## config.mk

```make
export PLATFORM = sky130hd
export DESIGN_NAME = cn_min_accumulator
export DESIGN_NICKNAME = d
export VERILOG_FILES = /design/src/rtl/cn_min_accumulator.sv
export SDC_FILE = /design/constraint.sdc
export NUM_CORES = 1
export LEC_CHECK = 0
export CAP_MARGIN = 20
export CORE_AREA = 5 5 65 67
export DETAILED_ROUTE_END_ITERATION = 6
export DIE_AREA = 0 0 70 72
export GPL_TIMING_DRIVEN = 0
export HOLD_SLACK_MARGIN = 0.15
export PLACE_DENSITY = 0.67
export SYNTH_ARGS = -nofsm -noshare
export SYNTH_HDL_FRONTEND = slang
export SYNTH_SLANG_ARGS = --single-unit
```

## constraint.sdc

```tcl
create_clock -name clk -period 2.7 [get_ports clk]
set_clock_uncertainty 0.1 [all_clocks]
set_input_delay 0.54 -clock clk [delete_from_list [all_inputs] [get_ports clk]]
set_output_delay 0.54 -clock clk [all_outputs]
set_load 0.05 [all_outputs]
```

## src/rtl/cn_min_accumulator.sv

```systemverilog
// Check-node min accumulator: folds 2-input min pairs into row min1/min2/index/sign.
// Optional offset min-sum output stage enabled by defining CNA_OFFSET_EN.
//
// state | meaning
// IDLE  | waiting for the first beat of a row
// ACC   | row in progress, cnt_q beats already absorbed
// HOLD  | row result presented, waiting for out_ready
module cn_min_accumulator #(
  parameter int          W      = 6,
  parameter int          NBEATS = 4,
  parameter int          IDXW   = 3,
  parameter logic [W-2:0] OFFSET = (W-1)'(1)
) (
  input  logic            clk,
  input  logic            rst,
  input  logic            in_valid,
  output logic            in_ready,
  input  logic [W-2:0]    min1_in,
  input  logic [W-2:0]    min2_in,
  input  logic            cp_in,
  input  logic [1:0]      sgn_in,
  output logic            out_valid,
  input  logic            out_ready,
  output logic [W-2:0]    min1_out,
  output logic [W-2:0]    min2_out,
  output logic [IDXW-1:0] idx_out,
  output logic            sgn_out
);

  localparam int CNTW = (NBEATS > 1) ? $clog2(NBEATS) : 1;
  localparam logic [CNTW-1:0] LAST = CNTW'(NBEATS - 1);

  typedef enum logic [1:0] {IDLE, ACC, HOLD} state_t;

  state_t            state_q, state_d;
  logic [CNTW-1:0]   cnt_q, cnt_d;
  logic [W-2:0]      acc1_q, acc1_d;
  logic [W-2:0]      acc2_q, acc2_d;
  logic [IDXW-1:0]   idx_q, idx_d;
  logic              sgn_q, sgn_d;

  logic              accept;
  logic              last_beat;
  logic              beat_sgn;
  logic [IDXW-1:0]   beat_idx;

  assign in_ready  = (state_q != HOLD);
  assign out_valid = (state_q == HOLD);
  assign accept    = in_valid && in_ready;
  assign last_beat = (cnt_q == LAST);
  assign beat_sgn  = sgn_in[0] ^ sgn_in[1];
  assign beat_idx  = IDXW'({cnt_q, cp_in});

  always_comb begin
    state_d = state_q;
    case (state_q)
      IDLE: if (accept) state_d = (NBEATS == 1) ? HOLD : ACC;
      ACC:  if (accept && last_beat) state_d = HOLD;
      HOLD: if (out_ready) state_d = IDLE;
      default: state_d = IDLE;
    endcase
  end

  // Strict less-than everywhere so an equal later minimum never steals the index.
  always_comb begin
    cnt_d  = cnt_q;
    acc1_d = acc1_q;
    acc2_d = acc2_q;
    idx_d  = idx_q;
    sgn_d  = sgn_q;
    if (accept) begin
      cnt_d = last_beat ? '0 : cnt_q + CNTW'(1);
      if (cnt_q == '0) begin
        acc1_d = min1_in;
        acc2_d = min2_in;
        idx_d  = beat_idx;
        sgn_d  = beat_sgn;
      end else begin
        sgn_d = sgn_q ^ beat_sgn;
        if (min1_in < acc1_q) begin
          acc2_d = (acc1_q < min2_in) ? acc1_q : min2_in;
          acc1_d = min1_in;
          idx_d  = beat_idx;
        end else begin
          acc2_d = (min1_in < acc2_q) ? min1_in : acc2_q;
        end
      end
    end
  end

  always_ff @(posedge clk) begin
    if (rst) begin
      state_q <= IDLE;
      cnt_q   <= '0;
      acc1_q  <= '0;
      acc2_q  <= '0;
      idx_q   <= '0;
      sgn_q   <= 1'b0;
    end else begin
      state_q <= state_d;
      cnt_q   <= cnt_d;
      acc1_q  <= acc1_d;
      acc2_q  <= acc2_d;
      idx_q   <= idx_d;
      sgn_q   <= sgn_d;
    end
  end

  assign idx_out = idx_q;
  assign sgn_out = sgn_q;

`ifdef CNA_OFFSET_EN
  assign min1_out = (acc1_q > OFFSET) ? acc1_q - OFFSET : '0;
  assign min2_out = (acc2_q > OFFSET) ? acc2_q - OFFSET : '0;
`else
  assign min1_out = acc1_q;
  assign min2_out = acc2_q;
`endif

endmodule

```

---- Word level (Yosys, flattened, before mapping) ----
Index checks and enable logic that the tools add are counted.
operators by class
  mux-type cells .......................... 14
  $lt $le $gt $ge ......................... 3
  add/subtract/negate cells ............... 1
  bitwise gates (word level) .............. 2
  eq/ne operators ......................... 7
  reduce and logical (&&, ||, !) cells .... 9
operators by type and width
  kind                                                   count
  2-to-1 mux 5 bit                                       6
  less-than comparator 5 bit                             3
  2-to-1 mux 2 bit                                       4
  2-to-1 mux 3 bit                                       2
  inequality test 2 bit, second input constant           3
  one-hot mux 2 bit (3 select lines)                     1
  equality test 2 bit, second input constant             2
  logical NOT 2 bit                                      2
  AND reduction 2 bit                                    2
  AND reduction 3 bit                                    1
  nonzero test 3 bit                                     1
  adder 2 x 1 -> 2 bit, second input constant            1
  equality test 2 x 1 -> 1 bit, second input constant    1
  logical AND 1 bit                                      2
  inequality test 2 x 1 -> 1 bit, second input constant  1
  nonzero test 2 bit                                     1
  bitwise XOR 1 bit                                      2
  2-to-1 mux 1 bit                                       1
storage, ports and cells
  bits in registers ....................... 18
  output and inout bits ................... 16
  input port bits ......................... 17
  word-level logic and storage cells ...... 42

---- Logic depth before layout (Yosys ltp) ----
Gate-level depths: netlist of the first run.
  word-level depth ........................ 5
  mapped depth ............................ 7
  mapped depth without buffers ............ 7

---- Worst setup path before layout of the first run ----
No wires, ideal clock.
  path type ............................... register to register
  start point ............................. reg acc1_q[2], in the netlist min1_out[2]
  end point ............................... reg acc2_q[0], in the netlist min2_out[0]
  required time ........................... 2483 ps
  arrival ................................. 2064 ps
  period minus slack after synthesis ...... 2281 ps
  setup slack ............................. 419 ps
  library setup time ...................... 117 ps
  path buffers ............................ 0
  stages on the path, launching flop included .. 8
  path through ............................ dfxtp_1 inv_1 ha_1 a211oi_2 nor3_2 nor3_4 nor3b_2 a32o_1
on the way
  word-level cells in the longest chain between the ends .. 4
  elaborated cells between the ends (all ways) .. 7
  those cells by class .................... order compare (2); mux (3); reduce/logical (2)
RTL lines
  item                        RTL line  RTL
  start, declared             37        logic [W-2:0] acc1_q, acc1_d;
  start signal, assigned      95        acc1_q <= '0;
  start signal, assigned      102       acc1_q <= acc1_d;
  less-than comparator 5 bit  81        acc2_d = (acc1_q < min2_in) ? acc1_q : min2_in;
  2-to-1 mux 5 bit            81
  2-to-1 mux 5 bit            80        if (min1_in < acc1_q) begin
  2-to-1 mux 5 bit            73        if (cnt_q == '0) begin
  end signal, assigned        96        acc2_q <= '0;
  end signal, assigned        103       acc2_q <= acc2_d;
  end, declared               38        logic [W-2:0] acc2_q, acc2_d;
Parallel ways exist; a longest one is shown, timed or not.
A chain may end at the register's enable or synchronous reset.

---- Worst setup path after layout of the first run ----
  start point ............................. in min1_in[2]
  end point ............................... reg acc2_q[2], in the netlist min2_out[2]
on the way
  word-level cells in the longest chain between the ends .. 3
  elaborated cells between the ends (all ways) .. 7
  those cells by class .................... order compare (2); mux (3); reduce/logical (2)
RTL lines
  item                                                               RTL line  RTL
  start, declared                                                    18        input logic [W-2:0] min1_in,
  less-than comparator 5 bit (tied with other cells)                 80
  nonzero test 3 bit (no line) or 2-to-1 mux 5 bit (tied branches)   -
  AND reduction 2 bit (no line) or 2-to-1 mux 5 bit (tied branches)  -
Parallel ways exist; a longest one is shown, timed or not. The select of a mux whose other input is x is not followed.

==> flow_summary_export.csv, run 1 <==
group,metric,value,unit
global_route,grt_max_degree,11,
final_layout,area_growth,33.4,%
power_and_ir_drop,p_int,0.000511,W
floorplanning,chipWidth,70,microns
setup_path,cp-end-kind,"register",
power_and_ir_drop,swShare,0.379,
clock_tree,cts_buffers,3,
sta,finalSetupViolCount,0,
setup_path,path_max_fanout,9,
synth,ys_warn_count,0,
flow_run,cap_violations,0,
setup_path,startpoint_type,"input pin",
synth,synth.distinct_cells,36,
final_layout,fin_area,1670,sq um
floorplanning,dieArea,5040,sq um
global_route,grt_usage,0.126,
placement,dp_hpwl,2510,microns
synth,synth-seq-area-share,0.289,
global_route,first_global_vias,1178,
clock_tree,htree_num_levels,1,
clock_tree,post_cts_buffers,0,
global_route,gr-total-overflow,0,
setup_path,crit_path_max_incr_delay,500,ps
placement,placed_area,1630,sq um
sta,fin_crit_sh,0.938,
route,wire_per_inst,13.6,microns
power_and_ir_drop,power_frac_comb,0.413,
clock_tree,cts_tree,"built",
route,vias,1148,
synth,postSynthAreaPerCell,8.92,sq um
synth,synth_seq_cells,18,
clock_tree,clock_sinks,18,
sta,rsz0062_at_grt,"false",
power_and_ir_drop,pwr-share-clk,0.208,
sta,hold_viol_final,0,
global_route,grt_antenna_before_repair,0,
run_status,status,"complete, no violations",
power_and_ir_drop,power.density,494,nW/um^2
route,route.detailed.drc,0,
sta,tightestPinTransition,509,ps
final_layout,drive_gt1_frac,0.114,
power_and_ir_drop,vdd_drop_max,0.000260,V
clock_tree,clk_latency,300,ps
floorplanning,start_util,0.349,
setup_path,arrival,2640,ps
final_layout,final_util,0.465,
floorplanning,coreArea,3580,sq um
sta,fmax,395,MHz
final_layout,fin_nets,208,
setup_path,worstPathCellList,"clkdlybuf4s50_1 > ha_1 > a211oi_2 > nor3_2 > nor3_4 > nor3b_2 > a32o_1",
global_route,grt_pass1_wl,5190,microns
clock_tree,path_clk_slew,100,ps
route,antenna_left,0,
synth,synth_area,1250,sq um
setup_path,cp_top_family,"simple AND/OR/NAND/NOR gates",
floorplanning,placement_rows,22,
placement,numPortBuffers,32,
final_layout,n_antenna_cell,0,
clock_tree,post_cts_resized,0,
sta,slew_headroom,0.660,
worst_hold_path,hp-class,"reg -> reg",
placement,gp_congestion,0.884,
power_and_ir_drop,seq_power_share,0.379,
setup_path,critPathSlowestCell,"clkdlybuf4s50_1",
clock_tree,hold_buffers,0,
clock_tree,cts.path.max_buffers,2,
setup_path,critPathKind,"in -> reg",
synth,syn-instance-count,140,
power_and_ir_drop,power.leakage,0.651,nW
route,first_iter_violations,23,
route,viasPerCell,5.13,
power_and_ir_drop,power.switching,0.000312,W
sta,tns,0,ps
synth,synthesis.nets,171,
power_and_ir_drop,finalPower,0.000823,W
route,firstDrtPassIters,4,
setup_path,crit_required,2810,ps
setup_path,cp_num_buf_inv,1,
clock_tree,cts_root_buffer,"clkbuf_4",
route,routed_wl,3050,microns
sta,period_needed,2530,ps
sta,slew_violations,0,
floorplanning,die_h,72,microns
floorplanning,io_pins,33,
==> tightest hold or removal path, cell delays in order (launching register included) <==
cell     delay, ps
dfxtp_1        340
mux2i_1         60
nor2_1          70
==> final cells by class <==
| type | count | area, sq um |
|---|---|---|
| sequential | 18 | 360 |
| fill | 359 | 1910 |
| timing repair buffer | 32 | 320 |
| clock buffer | 4 | 36.3 |
| inverter | 17 | 66.3 |
| buffer | 1 | 3.75 |
| tap | 48 | 60.1 |
| multi-input combinational | 104 | 818 |
==> path summary, 6_finish.rpt <==
kind / end / depth (start not counted) / slack (ps) / start
hold / removal: idx_out[0] / 2 / 400 / idx_out[0]
setup reg to reg: min2_out[2] / 7 / 480 / min1_out[2]
hold reg to reg: idx_out[0] / 2 / 400 / idx_out[0]
setup / recovery: min2_out[2] / 7 / 170 / min1_in[2]
==> cell usage after synthesis (all sizes together) <==
cell type / instances / area share
nor3: 4 / 0.029
nor3b: 1 / 0.010
a21oi: 13 / 0.055
nand2b: 5 / 0.037
a32o: 5 / 0.040
inv: 17 / 0.053
a2111oi: 1 / 0.022
o31ai: 1 / 0.017
or2: 5 / 0.025
a31oi: 2 / 0.015
nand3: 3 / 0.012
nor2: 15 / 0.047
ha: 14 / 0.14
o311a: 1 / 0.0080
and2b: 1 / 0.0080
o21a: 1 / 0.0060
a21o: 2 / 0.012
o211ai: 10 / 0.060
nand2: 8 / 0.026
mux2i: 4 / 0.032
a211oi: 2 / 0.020
xor2: 1 / 0.0070
dfxtp: 18 / 0.29
clkbuf: 1 / 0.0030
o21ai: 4 / 0.019
o31a: 1 / 0.0070
==> kinds of logic (layout without fill, tap and decap cells) <==
logic type | count (synthesis) | in the layout | synth area share
buffers and inverters | 18 | 54 | 0.0561
DFF | 18 | 18 | 0.289
adders and majority gates | 14 | 14 | 0.140
AOI/OAI and AO/OA | 43 | 43 | 0.282
and+or+nand+nor | 42 | 42 | 0.194
muxes | 4 | 4 | 0.0321
xor gates and xnor gates | 1 | 1 | 0.00702
==> state kept, by name, summed over array words and instances (netlist names) <==
name,cells
cnt_q,2
state_q,2
min2_out,5
min1_out,5
sgn_out,1
idx_out,3
==> power groups by stage <==
stage / combinational (W) / clock, W / sequential [W]
after floorplan: 0.000163 / 0 / 0.000387
after global placement: 0.000332 / 0 / 0.000317
after detailed placement: 0.000341 / 0 / 0.000319
after CTS: 0.000343 / 0.000177 / 0.000313
after global routing: 0.000371 / 0.000190 / 0.000318
final: 0.000340 / 0.000171 / 0.000312
==> through the flow <==
| stage | cells | hold slack, ps | worst slack (ps) |
|---|---|---|---|
| floorplan | 140 | 359 | 419 |
| global placement | 220 | 376 | -102 |
| detailed placement | 220 | 385 | -150 |
| CTS | 224 | 408 | 166 |
| global route | 224 | 436 | 27.4 |
| finish | 224 | 402 | 168 |
==> layer usage <==
layer	up-vias	track usage	routed length, microns
li1	582	-	-
met1	519	0.153	1370
met2	40	0.208	1430
met3	7	0.0346	210
met4	0	0.0574	46
met5	-	0	0
==> layout by cell type (no fill, tap or decap) <==
| cell type | instances |
|---|---|
| a2111oi_4 | 1 |
| a211oi_2 | 2 |
| a21o_1 | 2 |
| a21oi_1 | 12 |
| a21oi_2 | 1 |
| a31oi_1 | 1 |
| a31oi_2 | 1 |
| a32o_1 | 5 |
| and2b_4 | 1 |
| clkbuf_1 | 1 |
| clkbuf_4 | 3 |
| clkbuf_8 | 1 |
| clkdlybuf4s50_1 | 32 |
| dfxtp_1 | 18 |
| ha_1 | 14 |
| inv_1 | 16 |
| inv_4 | 1 |
| mux2i_1 | 4 |
| nand2_1 | 7 |
| nand2_2 | 1 |
| nand2b_1 | 3 |
| nand2b_4 | 2 |
| nand3_1 | 3 |
| nor2_1 | 14 |
| nor2_2 | 1 |
| nor3_1 | 2 |
| nor3_2 | 1 |
| nor3_4 | 1 |
| nor3b_2 | 1 |
| o211ai_1 | 10 |
| o21a_1 | 1 |
| o21ai_0 | 3 |
| o21ai_2 | 1 |
| o311a_1 | 1 |
| o31a_1 | 1 |
| o31ai_4 | 1 |
| or2_0 | 4 |
| or2_1 | 1 |
| xor2_1 | 1 |
Note: power is estimated with default switching activity, not from simulation.
==> run 2, diff against run 1 <==
--- a/config.mk
+++ b/config.mk
@@ -5,13 +5,15 @@
 export SDC_FILE = /design/constraint.sdc
 export NUM_CORES = 1
 export LEC_CHECK = 0
+export ABC_AREA = 1
 export CAP_MARGIN = 20
-export CORE_AREA = 5 5 65 67
+export CORE_AREA = 5 5 66 68
+export CTS_CLUSTER_DIAMETER = 150
 export DETAILED_ROUTE_END_ITERATION = 6
-export DIE_AREA = 0 0 70 72
+export DIE_AREA = 0 0 71 73
 export GPL_TIMING_DRIVEN = 0
 export HOLD_SLACK_MARGIN = 0.15
-export PLACE_DENSITY = 0.67
+export PLACE_DENSITY = 0.66
 export SYNTH_ARGS = -nofsm -noshare
 export SYNTH_HDL_FRONTEND = slang
 export SYNTH_SLANG_ARGS = --single-unit
==> flow_summary_export.csv, run 2 <==
group,metric,value,unit
flow_run,cap_violations,0,
route,routed_wl,2910,microns
final_layout,fin_nets,249,
sta,slew_violations,0,
synth,async_reset_ff_frac,0,
power_and_ir_drop,vdd_drop_max,0.000227,V
floorplanning,placement_rows,23,
power_and_ir_drop,power.density,527,nW/um^2
synth,synth_compound_area_frac,0.126,
synth,synth.distinct_cells,24,
synth,synth_most_common_cell,"nand2_1",
synth,synth-seq-area-share,0.284,
placement,gp_congestion,0.779,
global_route,gr-total-overflow,0,
synth,synth_fa_ha_area_frac,0.138,
global_route,met2_usage,0.187,
route,vias,1232,
sta,fmax,437,MHz
clock_tree,post_cts_resized,0,
route,wire_per_inst,10.9,microns
synth,synth_top_flop_cell,"dfxtp_1",
synth,syn-instance-count,182,
route,route.detailed.drc,0,
setup_path,crit_path_frequent_cell,"nand2_4",
route,first_iter_violations,19,
global_route,grt_pass1_wl,5250,microns
sta,slew_headroom,0.642,
final_layout,final_cell_mix,"nand2_1, clkdlybuf4s50_1, inv_1",
synth,ys_warn_count,0,
synth,synth.top_cell.area_share,0.284,
route,antenna_left,0,
global_route,use_met1,0.173,
synth,synth_area_leaders,"dfxtp_1, nand2_1, ha_1",
synth,synth_area,1270,sq um
synth,yosys.area_share.simple,0.338,
run_status,status,"complete, no violations",
sta,rsz0062_at_grt,"false",
synth,synth_top_cell_by_area,"dfxtp_1",
synth,synth_xor_area_frac,0.00690,
worst_hold_path,hp-class,"reg -> reg",
setup_path,startpoint_type,"input pin",
sta,tns,0,ps
setup_path,critPathSlowestCell,"clkdlybuf4s50_1",
global_route,grt_antenna_before_repair,0,
route,firstDrtPassIters,4,
clock_tree,hold_buffers,0,
floorplanning,coreArea,3800,sq um
sta,hold_viol_final,0,
clock_tree,cts.path.max_buffers,2,
synth,postSynthAreaPerCell,6.97,sq um
setup_path,critPathKind,"in -> reg",
sta,tightestPinTransition,536,ps
final_layout,n_antenna_cell,0,
floorplanning,dieArea,5180,sq um
route,viasPerCell,4.61,
floorplanning,die_h,73,microns
global_route,grt.busiest_layer,"met2",
sta,finalSetupViolCount,0,
global_route,met3_usage,0.0275,
setup_path,crit_path_max_incr_delay,500,ps
setup_path,cp-end-kind,"register",
synth,synth_seq_cells,18,
clock_tree,clk_latency,250,ps
placement,placed_area,1640,sq um
sta,fin_crit_sh,0.847,
final_layout,drive_gt1_frac,0.101,
clock_tree,clock_sinks,18,
placement,detailedPlace.worstSlack,167,ps
global_route,grt_max_degree,11,
global_route,grt_usage,0.124,
placement,numPortBuffers,31,
sta,period_needed,2290,ps
synth,synthesis.nets,213,
global_route,first_global_vias,1220,
clock_tree,cts_buffers,3,
synth,synthTopCellsByCount,"nand2_1, inv_1, dfxtp_1",
clock_tree,cts_root_buffer,"clkbuf_8",
setup_path,crit_required,2720,ps
clock_tree,post_cts_buffers,0,
floorplanning,chipWidth,71,microns
power_and_ir_drop,power.leakage,0.764,nW
synth,synth_mux_area_frac,0,
synth,synth_edf_count,0,
synth,synth_top_family_by_area,"simple AND/OR/NAND/NOR gates",
floorplanning,start_util,0.334,
sta,worst_slack,414,ps
floorplanning,io_pins,33,
clock_tree,cts_tree,"built",
clock_tree,htree_num_levels,1,
placement,dp_hpwl,2360,microns
final_layout,layout_commonest_cell,"nand2_1",
clock_tree,path_clk_slew,70,ps
final_layout,fin_area,1700,sq um
setup_path,arrival,2310,ps
setup_path,path_max_fanout,10,
setup_path,worstPathCellList,"clkdlybuf4s50_1 > ha_1 > a21oi_1 > nand3_4 > nand2_4 > nand2_4 > buf_8 > nor2_2 > a211oi_2",
final_layout,area_growth,33.7,%
## run 2: power by group
part           total (W)  switching (W)  leakage (nW)  internal (W)
combinational   0.000359       0.000224         0.587      0.000134
clock           0.000223      0.0000930        0.0288      0.000130
sequential      0.000312      0.0000213         0.148      0.000291
## run 2: kinds of logic after synthesis
logic type,count (synthesis)
xor+xnor,1
fa+ha+maj,14
simple gates,93
buf+inv,33
compound gates,23
flops,18
## run 2: stage by stage
step                power (W)  hold WS, ps  instances   util
floorplan            0.000569          374        182      -
global placement     0.000676          356        263  0.432
detailed placement   0.000679          351        263  0.432
CTS                  0.000906          371        267  0.447
global route         0.000956          409        267  0.447
finish               0.000893          368        267  0.447
## run 2: final cells by class
| type | count | area, sq um |
|---|---|---|
| fillers | 407 | 2100 |
| multi-input cells | 131 | 773 |
| flip-flops and latches | 18 | 360 |
| repair buffers | 31 | 310 |
| inverters | 30 | 113 |
| well taps | 50 | 62.6 |
| clock buffers | 4 | 55.1 |
| plain buffers | 3 | 22.5 |
## run 2: worst paths after layout
path | start | endpoint | slack [ps] | cells after the start
worst max-delay path | min1_in[4] | min1_out[2] | 410 | 9
worst min-delay path | idx_out[2] | idx_out[2] | 370 | 2
worst max register to register | min1_out[4] | min1_out[2] | 780 | 9
worst min register to register | idx_out[2] | idx_out[2] | 370 | 2
## run 2: layer usage
| layer | vias up | routed length, microns |
|---|---|---|
| met2 | 32 | 1200 |
| met1 | 534 | 1530 |
| met5 | - | 0 |
| met3 | 5 | 139 |
| met4 | 0 | 42 |
| li1 | 661 | - |
## run 2: worst max-delay path, delay by kind of cell
| family | cells | cell delay, ps |
|---|---|---|
| buf+inv | 2 | 650 |
| compound gates | 2 | 270 |
| simple gates | 4 | 470 |
| fa+ha+maj | 1 | 370 |
